**src/rtl/ddr3_write_queue_if.sv**
```systemverilog
// Producer-side request handshake plus writer-side strobe/completion signals
// of the DDR3 write queue.
interface ddr3_write_queue_if #(
    parameter int unsigned DEPTH = 16
);
    localparam int unsigned CW = $clog2(DEPTH) + 1;

    logic          in_valid;
    logic          in_ready;
    logic [31:0]   in_addr;
    logic [31:0]   in_data;
    logic          test_wr;
    logic [31:0]   test_addr;
    logic [31:0]   test_wr_data;
    logic          wr_finish;
    logic [CW-1:0] fifo_count;
    logic          busy;
    logic          timeout_err;

    modport master (
        output in_valid, in_addr, in_data, wr_finish,
        input  in_ready, test_wr, test_addr, test_wr_data, fifo_count, busy, timeout_err
    );

    modport slave (
        input  in_valid, in_addr, in_data, wr_finish,
        output in_ready, test_wr, test_addr, test_wr_data, fifo_count, busy, timeout_err
    );
endinterface

```
**src/rtl/ddr3_write_queue.sv**
```systemverilog
// Request FIFO in front of the DDR3 single-word writer: issues one write at a time and
// waits for wr_finish, with a completion timeout that raises a sticky error.
module ddr3_write_queue #(
    parameter int unsigned DEPTH   = 16,
    parameter int unsigned TIMEOUT = 1024
) (
    input logic               ddr3_clk,
    input logic               reset_n,
    ddr3_write_queue_if.slave bus
);
    localparam int unsigned PW = $clog2(DEPTH);
    localparam int unsigned CW = PW + 1;

    typedef enum logic [1:0] {StIdle, StIssue, StWaitDone} state_e;

    state_e        state_q, state_d;
    logic [63:0]   mem_q [DEPTH];
    logic [PW-1:0] wr_ptr_q, rd_ptr_q;
    logic [CW-1:0] count_q, count_d;
    logic          push, pop;
    logic          test_wr_q, test_wr_d;
    logic [31:0]   addr_q, addr_d, data_q, data_d;
    logic [15:0]   tmo_q, tmo_d;
    logic          err_q, err_d;
    logic          tmo_hit;

    assign bus.in_ready     = (count_q < CW'(DEPTH));
    assign push             = bus.in_valid && bus.in_ready;
    assign pop              = (state_q == StIdle) && (count_q != '0);
    assign count_d          = count_q + CW'(push) - CW'(pop);
    assign tmo_hit          = (tmo_q == 16'(TIMEOUT - 1));

    assign bus.test_wr      = test_wr_q;
    assign bus.test_addr    = addr_q;
    assign bus.test_wr_data = data_q;
    assign bus.fifo_count   = count_q;
    assign bus.timeout_err  = err_q;
    assign bus.busy         = (state_q != StIdle) || (count_q != '0);

    always_ff @(posedge ddr3_clk) begin
        if (!reset_n) begin
            state_q <= StIdle;
        end else begin
            state_q <= state_d;
        end
    end

    always_comb begin
        state_d = state_q;
        unique case (state_q)
            StIdle:     if (count_q != '0) state_d = StIssue;
            StIssue:    state_d = StWaitDone;
            // wr_finish takes priority over a coinciding timeout expiry
            StWaitDone: if (bus.wr_finish || tmo_hit) state_d = StIdle;
            default:    state_d = StIdle;
        endcase
    end

    always_comb begin
        test_wr_d = pop;
        addr_d    = pop ? mem_q[rd_ptr_q][63:32] : addr_q;
        data_d    = pop ? mem_q[rd_ptr_q][31:0]  : data_q;
        tmo_d     = tmo_q;
        err_d     = err_q;
        unique case (state_q)
            StIssue:    tmo_d = '0;
            StWaitDone: begin
                tmo_d = tmo_q + 16'd1;
                if (!bus.wr_finish && tmo_hit) err_d = 1'b1;
            end
            default:    ;
        endcase
    end

    always_ff @(posedge ddr3_clk) begin
        if (!reset_n) begin
            wr_ptr_q  <= '0;
            rd_ptr_q  <= '0;
            count_q   <= '0;
            test_wr_q <= 1'b0;
            addr_q    <= '0;
            data_q    <= '0;
            tmo_q     <= '0;
            err_q     <= 1'b0;
        end else begin
            if (push) wr_ptr_q <= wr_ptr_q + PW'(1);
            if (pop)  rd_ptr_q <= rd_ptr_q + PW'(1);
            count_q   <= count_d;
            test_wr_q <= test_wr_d;
            addr_q    <= addr_d;
            data_q    <= data_d;
            tmo_q     <= tmo_d;
            err_q     <= err_d;
        end
    end

    // Storage needs no reset: only entries between the pointers are ever read.
    always_ff @(posedge ddr3_clk) begin
        if (push) mem_q[wr_ptr_q] <= {bus.in_addr, bus.in_data};
    end
endmodule

```
**src/flat_wrapper.sv**
```systemverilog
// flat-port wrapper written by rule: the top's interface ports become plain ports
module ddr3_write_queue_flat 
#(
    parameter int unsigned DEPTH   = 16,
    parameter int unsigned TIMEOUT = 1024
)
  (ddr3_clk, reset_n, bus_in_valid, bus_in_addr, bus_in_data, bus_wr_finish, bus_in_ready, bus_test_wr, bus_test_addr, bus_test_wr_data, bus_fifo_count, bus_busy, bus_timeout_err);
  ddr3_write_queue_if #(.DEPTH(DEPTH)) bus_i ();
  input logic ddr3_clk;
  input logic reset_n;
  input wire logic [$bits(bus_i.in_valid)-1:0] bus_in_valid;
  input wire logic [$bits(bus_i.in_addr)-1:0] bus_in_addr;
  input wire logic [$bits(bus_i.in_data)-1:0] bus_in_data;
  input wire logic [$bits(bus_i.wr_finish)-1:0] bus_wr_finish;
  output wire logic [$bits(bus_i.in_ready)-1:0] bus_in_ready;
  output wire logic [$bits(bus_i.test_wr)-1:0] bus_test_wr;
  output wire logic [$bits(bus_i.test_addr)-1:0] bus_test_addr;
  output wire logic [$bits(bus_i.test_wr_data)-1:0] bus_test_wr_data;
  output wire logic [$bits(bus_i.fifo_count)-1:0] bus_fifo_count;
  output wire logic [$bits(bus_i.busy)-1:0] bus_busy;
  output wire logic [$bits(bus_i.timeout_err)-1:0] bus_timeout_err;
  assign bus_i.in_valid = bus_in_valid;
  assign bus_i.in_addr = bus_in_addr;
  assign bus_i.in_data = bus_in_data;
  assign bus_i.wr_finish = bus_wr_finish;
  assign bus_in_ready = bus_i.in_ready;
  assign bus_test_wr = bus_i.test_wr;
  assign bus_test_addr = bus_i.test_addr;
  assign bus_test_wr_data = bus_i.test_wr_data;
  assign bus_fifo_count = bus_i.fifo_count;
  assign bus_busy = bus_i.busy;
  assign bus_timeout_err = bus_i.timeout_err;
  ddr3_write_queue #(.DEPTH(DEPTH), .TIMEOUT(TIMEOUT)) u_core (.ddr3_clk(ddr3_clk), .reset_n(reset_n), .bus(bus_i));
endmodule
```
**config.mk**
```make
export PLATFORM = sky130hd
export DESIGN_NAME = ddr3_write_queue_flat
export DESIGN_NICKNAME = d
export VERILOG_FILES = /design/src/rtl/ddr3_write_queue_if.sv /design/src/rtl/ddr3_write_queue.sv /design/src/flat_wrapper.sv
export SDC_FILE = /design/constraint.sdc
export NUM_CORES = 1
export LEC_CHECK = 0
export ABC_AREA = 1
export CAP_MARGIN = 40
export CORE_ASPECT_RATIO = 0.9
export CORE_UTILIZATION = 45
export DETAILED_ROUTE_END_ITERATION = 10
export DONT_BUFFER_PORTS = 1
export PLACE_DENSITY_LB_ADDON = 0.05
export SLEW_MARGIN = 20
export SYNTH_ARGS = -nofsm -noshare
export SYNTH_HDL_FRONTEND = slang
export SYNTH_SLANG_ARGS = --single-unit
```
**constraint.sdc**
```tcl
create_clock -name ddr3_clk -period 4.6 [get_ports ddr3_clk]
set_input_delay 0 -clock ddr3_clk [delete_from_list [all_inputs] [get_ports ddr3_clk]]
set_output_delay 0 -clock ddr3_clk [all_outputs]
set_load 0.005 [all_outputs]
```
# --- Word level (Yosys, flattened, before mapping) ---
# Memory sizes are Yosys's and may differ from the RTL's. A register that Yosys moved wholly into a read port is not among the register bits.
# Index checks and enable logic that the tools add are counted.
# Widths: inputs -> output; s select.
classes:
  mux: 6
  add_sub_neg: 5
  reduce_logical: 13
  magnitude_cmp: 1
  eq_ne: 5
op_table:
  columns: ["operator", "n"]
  rows:
  - ["$pmux 16 s2", 1]
  - ["$add 16x1->16 const B", 1]
  - ["$eq 16x10->1 const B", 1]
  - ["$add 4x1->4 const B", 2]
  - ["$pmux 2 s3", 1]
  - ["$add 5x1->5", 1]
  - ["$lt 5x5->1 const B", 1]
  - ["$reduce_bool 5->1", 1]
  - ["$sub 5x1->5", 1]
  - ["$mux 2", 2]
  - ["$reduce_and 2->1", 2]
  - ["$reduce_bool 2->1", 2]
  - ["$logic_and 1x1->1", 3]
  - ["$eq 2x1->1 const B", 1]
  - ["$eq 2x2->1 const B", 1]
  - ["$logic_not 1->1", 2]
  - ["$logic_not 2->1", 1]
  - ["$logic_or 1x1->1", 2]
  - ["$mux 1", 2]
  - ["$ne 2x1->1 const B", 1]
  - ["$ne 2x2->1 const B", 1]
word_totals:
  input_bits: 68
  out_inout_bits: 73
  memories: 1
  wordCells: 38
  mem_bits_rw: 1024
  regBits: 33
memory_table:
  columns: ["memory", "depth", "width", "rd", "rd_clocked_by_memory_dff", "wr", "line_no", "source"]
  rows:
  - ["u_core.mem_q", 16, 64, 1, 1, 1, "ddr3_write_queue.sv:17", "logic [63:0] mem_q [DEPTH];"]

# --- Logic depth before layout (Yosys ltp) ---
# Gate-level depths: netlist of the first run.
depth:
  word_depth: 4
  ltp_mapped: 15
  depth_no_buf: 13

# --- Worst setup path after synthesis of the first run ---
# OpenSTA, ideal clock, no wires.
synth_timing:
  path_kind: "flip-flop to flip-flop"
  startpoint: "register u_core.count_q[4] (netlist: u_core.bus.fifo_count[4])"
  endpoint: "memory u_core.mem_q[11][0] (enable)"
  path_stages_with_launch: 6
  required_ns: 4.114
  n_path_buf: 0
  t_arrival_ns: 3.504
  period_less_slack_ns: 3.990
  setup_time_ns: 0.486
  slack_ns: 0.610
  cell_sequence: "dfxtp_1 > inv_1 > nand2_1 > inv_1 > nand3_1 > nor2_1"
synth_via:
  elab_chain_len: 4
synth_rtl:
  columns: ["item", "line_no", "source"]
  rows:
  - ["from (decl)", "ddr3_write_queue.sv:19", "logic [CW-1:0] count_q, count_d;"]
  - ["from (signal assigned)", "ddr3_write_queue.sv:88", "count_q <= count_d;"]
  - ["$lt 5x5->1", "ddr3_write_queue.sv:27", "assign bus.in_ready = (count_q < CW'(DEPTH));"]
  - ["named net bus_in_ready", "flat_wrapper.sv:15", "output wire logic [$bits(bus_i.in_ready)-1:0] bus_in_ready;"]
  - ["$logic_and 1x1->1", "ddr3_write_queue.sv:28", "assign push = bus.in_valid && bus.in_ready;"]
  - ["named net u_core.push", "ddr3_write_queue.sv:20", "logic push, pop;"]
  - ["$mux 1", "ddr3_write_queue.sv:99", "if (push) mem_q[wr_ptr_q] <= {bus.in_addr, bus.in_data};"]
  - ["$mux 1 (implied by the code)", "ddr3_write_queue.sv:99", null]
  - ["to (decl)", "ddr3_write_queue.sv:17", null]
# The timed path passes the listed nets, and every way through them passes these cells.

==> impl_summary.txt, run 1 <==
----------------------------------------------------
[Clock tree]
  Inserted Clock Buffers ... 120
  Clock insertion delay at the later pin of the skew report ... 0.71 ns
  Clock Tree Root ... clkbuf_16
  Buffers inserted by post-CTS timing repair ... 0
  Post-CTS clock slew at the launch and capture registers of the worst setup and hold paths ... 0.06 ns
  Maximum level of the CTS H-tree ... 3
  TritonCTS clock tree ... done
  CTS sink cnt ... 1121
  Max Buffers Root-to-Sink ... 3

[Setup path]
  Reg-to-reg critical path startpoint ... u_core.rd_ptr_q[0]$_SDFFE_PN0P_
  Critical path buffers and inverters ... 3
  Largest fanout on the critical path ... 179
  Peak per-stage delay on the critical path ... 0.86 ns
  Critical Path Start Type ... register
  Most frequent cell on the critical path ... nand2_1
  Register-to-register setup slack ... 1.59 ns
  Critical path capture point type ... register
  Cell family contributing the most delay on the critical path ... buffers and inverters
  Endpoint of the worst setup timing path ... u_core.bus.test_addr[24]$_SDFFE_PN0P_
  CP Class ... register to register
  R2r endpoint ... u_core.bus.test_addr[24]$_SDFFE_PN0P_
  Number of cell instances on the worst register-to-register path ... 10
  Cell with the largest stage delay on the worst path ... dfxtp_4
  Worst Path Required ... 5.19 ns
  Arrival time at the worst endpoint ... 3.60 ns
  Cell chain of the critical path ... clkinv_16, buf_4, nand2_1, nand2_1, nand2_1, nand3_1, nand3_1, nand3_1, nand2_1, inv_1
  Worst setup path startpoint ... u_core.rd_ptr_q[0]$_SDFFE_PN0P_
  Levels on crit path ... 10

[Global route]
  Initial antenna violation count ... 10
  Via count of the first global-routing pass ... 29310
  Total global routing track utilization ... 23.79%
  Grt total ovfl ... 0
  Pin count of the biggest net entering global routing ... 181
  First-pass GRT wire length ... 188.8 mm

[Pwr]
  Switching power ... 0.009169 W
  Share of total power in sequential cells ... 42.2%
  Share of total power consumed by net switching ... 32.16%
  Static leakage power ... 22.13 nW
  Cell Int Power ... 0.01934 W
  Part of the power in the clock network ... 34.0%
  Fraction of power consumed by combinational cells ... 23.9%
  IR drop worst, VDD ... 0.3473 mV
  Cell area power density ... 533.9 mW/mm²

[Synthesis]
  Count of unique library cells instantiated by Yosys ... 29
  Total of flip-flops plus latches after synthesis ... 1121
  Seq/Total Area, Yosys ... 68.99%
  Mapped cell area ... 0.04738 mm²
  Cells after Synth ... 4584
  Syn nets ... 4669
  Synthesis warning total ... 0
  Average size of a mapped cell ... 10.34 µm²

[STA]
  Clock Skew ... 0.02091 ns
  Maximum clock frequency ... 0.3319 GHz
  Hold violation total from the final report ... 0
  Final setup vio count ... 0
  Max-slew violation total from the final report ... 0
  Final worst path period share ... 65.50%
  Accumulated negative setup slack ... 0 ns
  RSZ-0062 raised after global routing ... no
  Max-Slew Margin vs Limit ... 32.36%
  Min Tclk post-route ... 3.013 ns
  Tightest Pin Transition ... 1.015 ns
  Setup ws final ... 1.587 ns

[Place]
  Pre-CTS setup slack ... 1.606 ns
  Port-buffer cells ... 0
  Placed instance area ... 0.04876 mm²
  Cell total after placement ... 5784
  Final RePlAce weighted congestion ... 0.7517
  HPWL after detailed placement ... 61.84 mm

[Drt]
  Average detailed-routed wire length per instance ... 20.66 µm
  Remaining number of nets flagged by the antenna check after routing ... 0
  First-iteration detailed-routing DRC count ... 2570
  Total routed wirelength ... 125.5 mm
  Detailed-router iteration count before antenna repair ... 5
  Mean number of vias per cell ... 5.037
  Total vias in the final route ... 30610
  DRC violations left ... 0

[Hold path]
  Worst hold path type ... primary input to register
  Startpoint of the worst hold path ... bus_wr_finish

[Floorplanning]
  Top-level I/O count ... 141
  Height of the die ... 309.8 µm
  # rows ... 112
  Initial standard-cell utilization of the core ... 45.57%
  Total core area ... 0.1040 mm²
  Die extent in x ... 344.1 µm
  Overall die area ... 0.1066 mm²

[Cells and area]
  Share of final-layout standard cells stronger than drive strength 1 ... 5.671%
  Post-layout instance count excluding filler cells ... 6077
  Nets@finish ... 4691
  Cell area after layout ... 0.05339 mm²
  Area added between synthesis and finish ... 12.68%

[Flow run]
  Maximum Capacitance Violations ... 0

[Outcome]
  Status ... finished clean

----------------------------------------------------
worst register-to-register path, cell delays in order, from the launching register on:
cell	delay (ns)
dfxtp_4	0.86
clkinv_16	0.56
buf_4	0.78
nand2_1	0.15
nand2_1	0.05
nand2_1	0.06
nand3_1	0.10
nand3_1	0.12
nand3_1	0.09
nand2_1	0.09
inv_1	0.03
cell type report:
cell class	instances	area, µm²
inverter	619	2371
clock inverter	55	574.3
fill	9448	50590
multi-input combinational	2608	11080
timing repair buffer	136	1584
sequential	1121	32710
clock buffer	169	3361
antenna	1	2.502
tap	1368	1712
Yosys cell counts:
library cell  instances  area (µm²)
buf_6                32       360.4
nand2_1            1644        6171
o21ai_0              13       65.06
buf_1                13       48.80
xor2_1                1       8.760
nor3_2                1       10.01
buf_2               114       570.6
nor3_1                8       40.04
xnor2_1               1       8.760
o21ai_4               1       16.27
nand3_2               1       10.01
and3_1                1       6.260
nand4_1               1       6.260
a21oi_1              26       130.1
nand3b_1              2       15.01
ha_1                 16       200.2
fa_1                  1       20.02
nand3_1             719        3598
dfxtp_1              97        1942
clkbuf_1             41       153.9
nor2_1              169       634.4
inv_1               614        2305
inv_2                 4       15.01
o21ai_1               1       5.000
buf_4                36       270.3
edfxtp_1           1024       30750
o21bai_1              1       7.510
inv_6                 1       8.760
a211oi_1              1       7.510
routing by layer:
metal	GRT usage [%]	wire length, µm
met4	6.215	3014
met2	39.12	59360
met1	33.01	56990
met3	3.536	6067
met5	0	106
power groups by stage:
stage,sequential [W],combinational (W),clock [W]
finish,0.0120,0.00680,0.00969
global route,0.0121,0.00773,0.0103
CTS,0.0120,0.00688,0.00990
detailed placement,0.0123,0.00667,0
global placement,0.0122,0.00659,0
floorplan,0.0120,0.00515,0
cell usage in the layout (no fill, tap or decap), drive strengths merged, types with 2 or more instances in the layout:
cell / synthesis / final
nand2: 1644 / 1644
edfxtp: 1024 / 1024
nand3: 720 / 720
inv: 619 / 620
nor2: 169 / 169
clkbuf: 41 / 169
dfxtp: 97 / 97
buf: 195 / 69
dlygate4sd3: 0 / 67
clkinv: 0 / 41
a21oi: 26 / 26
ha: 16 / 16
o21ai: 15 / 15
bufinv: 0 / 12
nor3: 9 / 9
nand3b: 2 / 2
state kept, by name, summed over array words and instances, names as in the netlist:
name / count
u_core.bus.fifo_count: 5
u_core.bus.test_addr: 32
u_core.bus.test_wr: 1
u_core.bus.test_wr_data: 32
u_core.bus.timeout_err: 1
u_core.mem_q: 1024
u_core.rd_ptr_q: 4
u_core.state_q: 2
u_core.tmo_q: 16
u_core.wr_ptr_q: 4
per-stage QoR:
step | power, W | util (%) | hold WS [ns]
floorplan | 0.01720 | - | 0.09887
global placement | 0.01884 | 46.67 | 0.09953
detailed placement | 0.01892 | 46.89 | 0.09957
CTS | 0.02881 | 51.32 | 0.04687
global route | 0.03007 | 51.35 | 0.1220
finish | 0.02851 | 51.35 | 0.08602
cell families (layout without fill, tap and decap cells):
family | after synthesis | after routing | synth area share (%)
AO/OA/AOI/OAI | 43 | 43 | 0.4885
XOR/XNOR | 2 | 2 | 0.03697
buffers and inverters | 855 | 979 | 7.877
AND/OR/NAND/NOR | 2546 | 2546 | 22.14
other | 0 | 1 | 0
flip-flops | 1121 | 1121 | 68.99
adder cells (fa/ha/maj) | 17 | 17 | 0.4647
what timing repair did:
| action | 4_1_cts | 5_1_grt |
|---|---|---|
| hold buffers | 67 | 0 |
| resized for setup | 0 | 0 |
| endpoints found under the setup margin | 0 | 0 |
| hold endpoints to repair | 1073 | 0 |
how the worst min path moves through the flow:
stage	cells after the start	end	slack, ns
after floorplan	0	u_core.mem_q[0][0]$_DFFE_PP_	0.1
after global placement	0	u_core.mem_q[13][48]$_DFFE_PP_	0.1
after detailed placement	0	u_core.mem_q[13][48]$_DFFE_PP_	0.1
after CTS	4	u_core.bus.timeout_err$_SDFFE_PN0P_	0.05
after global routing	4	u_core.bus.timeout_err$_SDFFE_PN0P_	0.12
final	4	u_core.bus.timeout_err$_SDFFE_PN0P_	0.09
Power figures use the tool's default switching activity.
==> inputs of run 2 (changes only) <==
Clock period 4.6 ns to 3 ns, I/O delays scaled along.
==> impl_summary.txt, run 2 (synthesis gave the netlist of run 1 again) <==
----------------------------------------------------
[Clock tree]
  Clock Tree Root ... clkbuf_16 (unchanged)
  Max Buffers Root-to-Sink ... 3 (unchanged)
  TritonCTS clock tree ... done (unchanged)
  Quantity of gates resized following cts ... 0 (unchanged)
  Post-CTS clock slew at the launch and capture registers of the worst setup and hold paths ... 0.06 ns (about the same)
  Inserted Clock Buffers ... 117 (was 120)
  CTS sink cnt ... 1121 (unchanged)
  Clock insertion delay at the later pin of the skew report ... 0.70 ns (was 0.71 ns)
  Maximum level of the CTS H-tree ... 3 (unchanged)

[Outcome]
  Status ... finished clean (unchanged)

[Pwr]
  Switching power ... 0.01403 W (was 0.009169 W)
  Cell Int Power ... 0.02917 W (was 0.01934 W)
  Part of the power in the clock network ... 33.0% (was 34.0%)
  Static leakage power ... 22.17 nW (was 22.13 nW)
  Share of total power in sequential cells ... 42.4% (was 42.2%)
  IR drop worst, VDD ... 0.8886 mV (was 0.3473 mV)
  Cell area power density ... 806.9 mW/mm² (was 533.9 mW/mm²)
  Share of total power consumed by net switching ... 32.48% (was 32.16%)
  Fraction of power consumed by combinational cells ... 24.6% (was 23.9%)

[Cells and area]
  Post-layout instance count excluding filler cells ... 6089 (was 6077)
  Share of final-layout standard cells stronger than drive strength 1 ... 5.916% (was 5.671%)
  Most common cell after layout, fill and taps aside ... nand2_1 (unchanged)
  Final standard cell utilization of the core ... 51.49% (was 51.35%)
  Register bank with the most flops ... u_core.mem_q (unchanged)
  Area added between synthesis and finish ... 12.99% (was 12.68%)
  Nets@finish ... 4698 (was 4691)
  Commonest non-fill, non-tap cells in the layout ... nand2_1 (1644), edfxtp_1 (1024), nand3_1 (719) (unchanged)
  Max FFs per register ... 1024 (unchanged)

[Global route]
  Initial antenna violation count ... 6 (was 10)
  Total global routing track utilization ... 23.46% (was 23.79%)
  GR Util met2 ... 38.81% (was 39.12%)
  Via count of the first global-routing pass ... 29120 (was 29310)
  Pin count of the biggest net entering global routing ... 141 (was 181)
  Met3 Resource Use GR ... 3.615% (was 3.536%)
  Routing usage on met1 ... 32.38% (was 33.01%)
  Gr busiest metal ... met2 (unchanged)
  First-pass GRT wire length ... 186.6 mm (was 188.8 mm)
  Grt total ovfl ... 0 (unchanged)

[Floorplanning]
  # rows ... 112 (unchanged)
  Initial standard-cell utilization of the core ... 45.57% (unchanged)
  Overall die area ... 0.1066 mm² (unchanged)
  Total core area ... 0.1040 mm² (unchanged)
  Top-level I/O count ... 141 (unchanged)
  Height of the die ... 309.8 µm (unchanged)
  Die extent in x ... 344.1 µm (unchanged)

[STA]
  Max-slew violation total from the final report ... 0 (unchanged)
  Final setup vio count ... 0 (unchanged)
  Min Tclk post-route ... 2.614 ns (was 3.013 ns)
  Clock Skew ... 0.02624 ns (was 0.02091 ns)
  Accumulated negative setup slack ... 0 ns (unchanged)
  Hold violation total from the final report ... 0 (unchanged)
  Final worst path period share ... 87.15% (was 65.50%)
  RSZ-0062 raised after global routing ... no (unchanged)
  Max-Slew Margin vs Limit ... 8.431% (was 32.36%)
  Setup ws final ... 0.3856 ns (was 1.587 ns)
  Maximum clock frequency ... 0.3825 GHz (was 0.3319 GHz)
  Tightest Pin Transition ... 1.374 ns (was 1.015 ns)

[Drt]
  Remaining number of nets flagged by the antenna check after routing ... 0 (unchanged)
  Average detailed-routed wire length per instance ... 20.43 µm (was 20.66 µm)
  Detailed-router iteration count before antenna repair ... 5 (unchanged)
  DRC violations left ... 0 (unchanged)
  First-iteration detailed-routing DRC count ... 2513 (was 2570)
  Total routed wirelength ... 124.4 mm (was 125.5 mm)
  Total vias in the final route ... 30670 (was 30610)
  Mean number of vias per cell ... 5.036 (was 5.037)

[Setup path]
  Number of cell instances on the worst register-to-register path ... 6 (was 10)
  Peak per-stage delay on the critical path ... 0.59 ns (was 0.86 ns)
  Worst Path Required ... 3.38 ns (was 5.19 ns)
  Cell with the largest stage delay on the worst path ... nor2_4 (was dfxtp_4)
  CP Class ... register to register (unchanged)
  Cell chain of the critical path ... inv_1, nand2_1, inv_1, nand3_1, nor2_4, buf_12 (was clkinv_16, buf_4, nand2_1, nand2_1, nand2_1, nand3_1, nand3_1, nand3_1, nand2_1, inv_1)
  Critical Path Start Type ... register (unchanged)
  Arrival time at the worst endpoint ... 2.99 ns (was 3.60 ns)
  Largest fanout on the critical path ... 18 (was 179)
  Critical path capture point type ... register (unchanged)
  Most frequent cell on the critical path ... inv_1 (was nand2_1)

[Place]
  Final RePlAce weighted congestion ... 0.7382 (was 0.7517)
  Pre-CTS setup slack ... 0.4149 ns (was 1.606 ns)
  Cell total after placement ... 5795 (was 5784)
  HPWL after detailed placement ... 61.07 mm (was 61.84 mm)
  Port-buffer cells ... 0 (unchanged)

[Flow run]
  Maximum Capacitance Violations ... 0 (unchanged)

[Hold path]
  Cell depth of the worst min-delay path ... 4 (unchanged)
  Worst hold path type ... primary input to register (unchanged)

----------------------------------------------------
run 2: metrics by stage:
| step | area [µm²] | power, W | hold slack [ns] |
|---|---|---|---|
| finish | 53540 | 0.04320 | 0.06434 |
| global route | 53530 | 0.04558 | 0.08203 |
| CTS | 53530 | 0.04369 | 0.02406 |
| detailed placement | 49100 | 0.02913 | 0.09954 |
| global placement | 49100 | 0.02911 | 0.09948 |
| floorplan | 47380 | 0.02638 | 0.09887 |
run 2: critical path, delay by kind of cell (launching register included):
family	cells	cell delay [ns]
AND/OR/NAND/NOR	3	1.11
flip-flops	1	0.39
buffers and inverters	3	0.78
run 2: layout make-up:
cell class              count  area (µm²)
fillers                  9328       50440
clock inverters            64       520.5
multi-input cells        2608       11080
flip-flops and latches   1121       32710
inverters                 619        2371
clock buffers             158        3234
repair buffers            146        1902
well taps                1368        1712
diodes                      5       12.51
run 2: path summary, 6_finish.rpt:
check,end,start,slack [ns]
max,u_core.mem_q[11][18]$_DFFE_PP_,u_core.bus.fifo_count[4]$_SDFF_PN0_,0.39
min reg2reg,u_core.tmo_q[3]$_SDFFE_PN0P_,u_core.tmo_q[3]$_SDFFE_PN0P_,0.48
max reg2reg,u_core.mem_q[11][18]$_DFFE_PP_,u_core.bus.fifo_count[4]$_SDFF_PN0_,0.39
min,u_core.bus.timeout_err$_SDFFE_PN0P_,bus_wr_finish,0.06
run 2: power by group through the flow:
| stage | Sequential (W) | Clock (W) | Combinational, W |
|---|---|---|---|
| after floorplan | 0.0185 | 0 | 0.00790 |
| after global placement | 0.0187 | 0 | 0.0104 |
| after detailed placement | 0.0187 | 0 | 0.0105 |
| after CTS | 0.0183 | 0.0146 | 0.0108 |
| after global routing | 0.0184 | 0.0152 | 0.0120 |
| final | 0.0183 | 0.0142 | 0.0106 |
run 2: timing repair:
action | 4_1_cts | 5_1_grt
buffers inserted | 0 | 0
hold endpoints to repair | 1040 | 0
hold buffers | 67 | 0
run 2: layer usage:
layer / share of wire (%) / vias to the layer above
met5: 0.028 / -
met4: 2.1 / 6
met3: 4.6 / 175
met2: 47 / 672
met1: 46 / 14840
li1: - / 14980
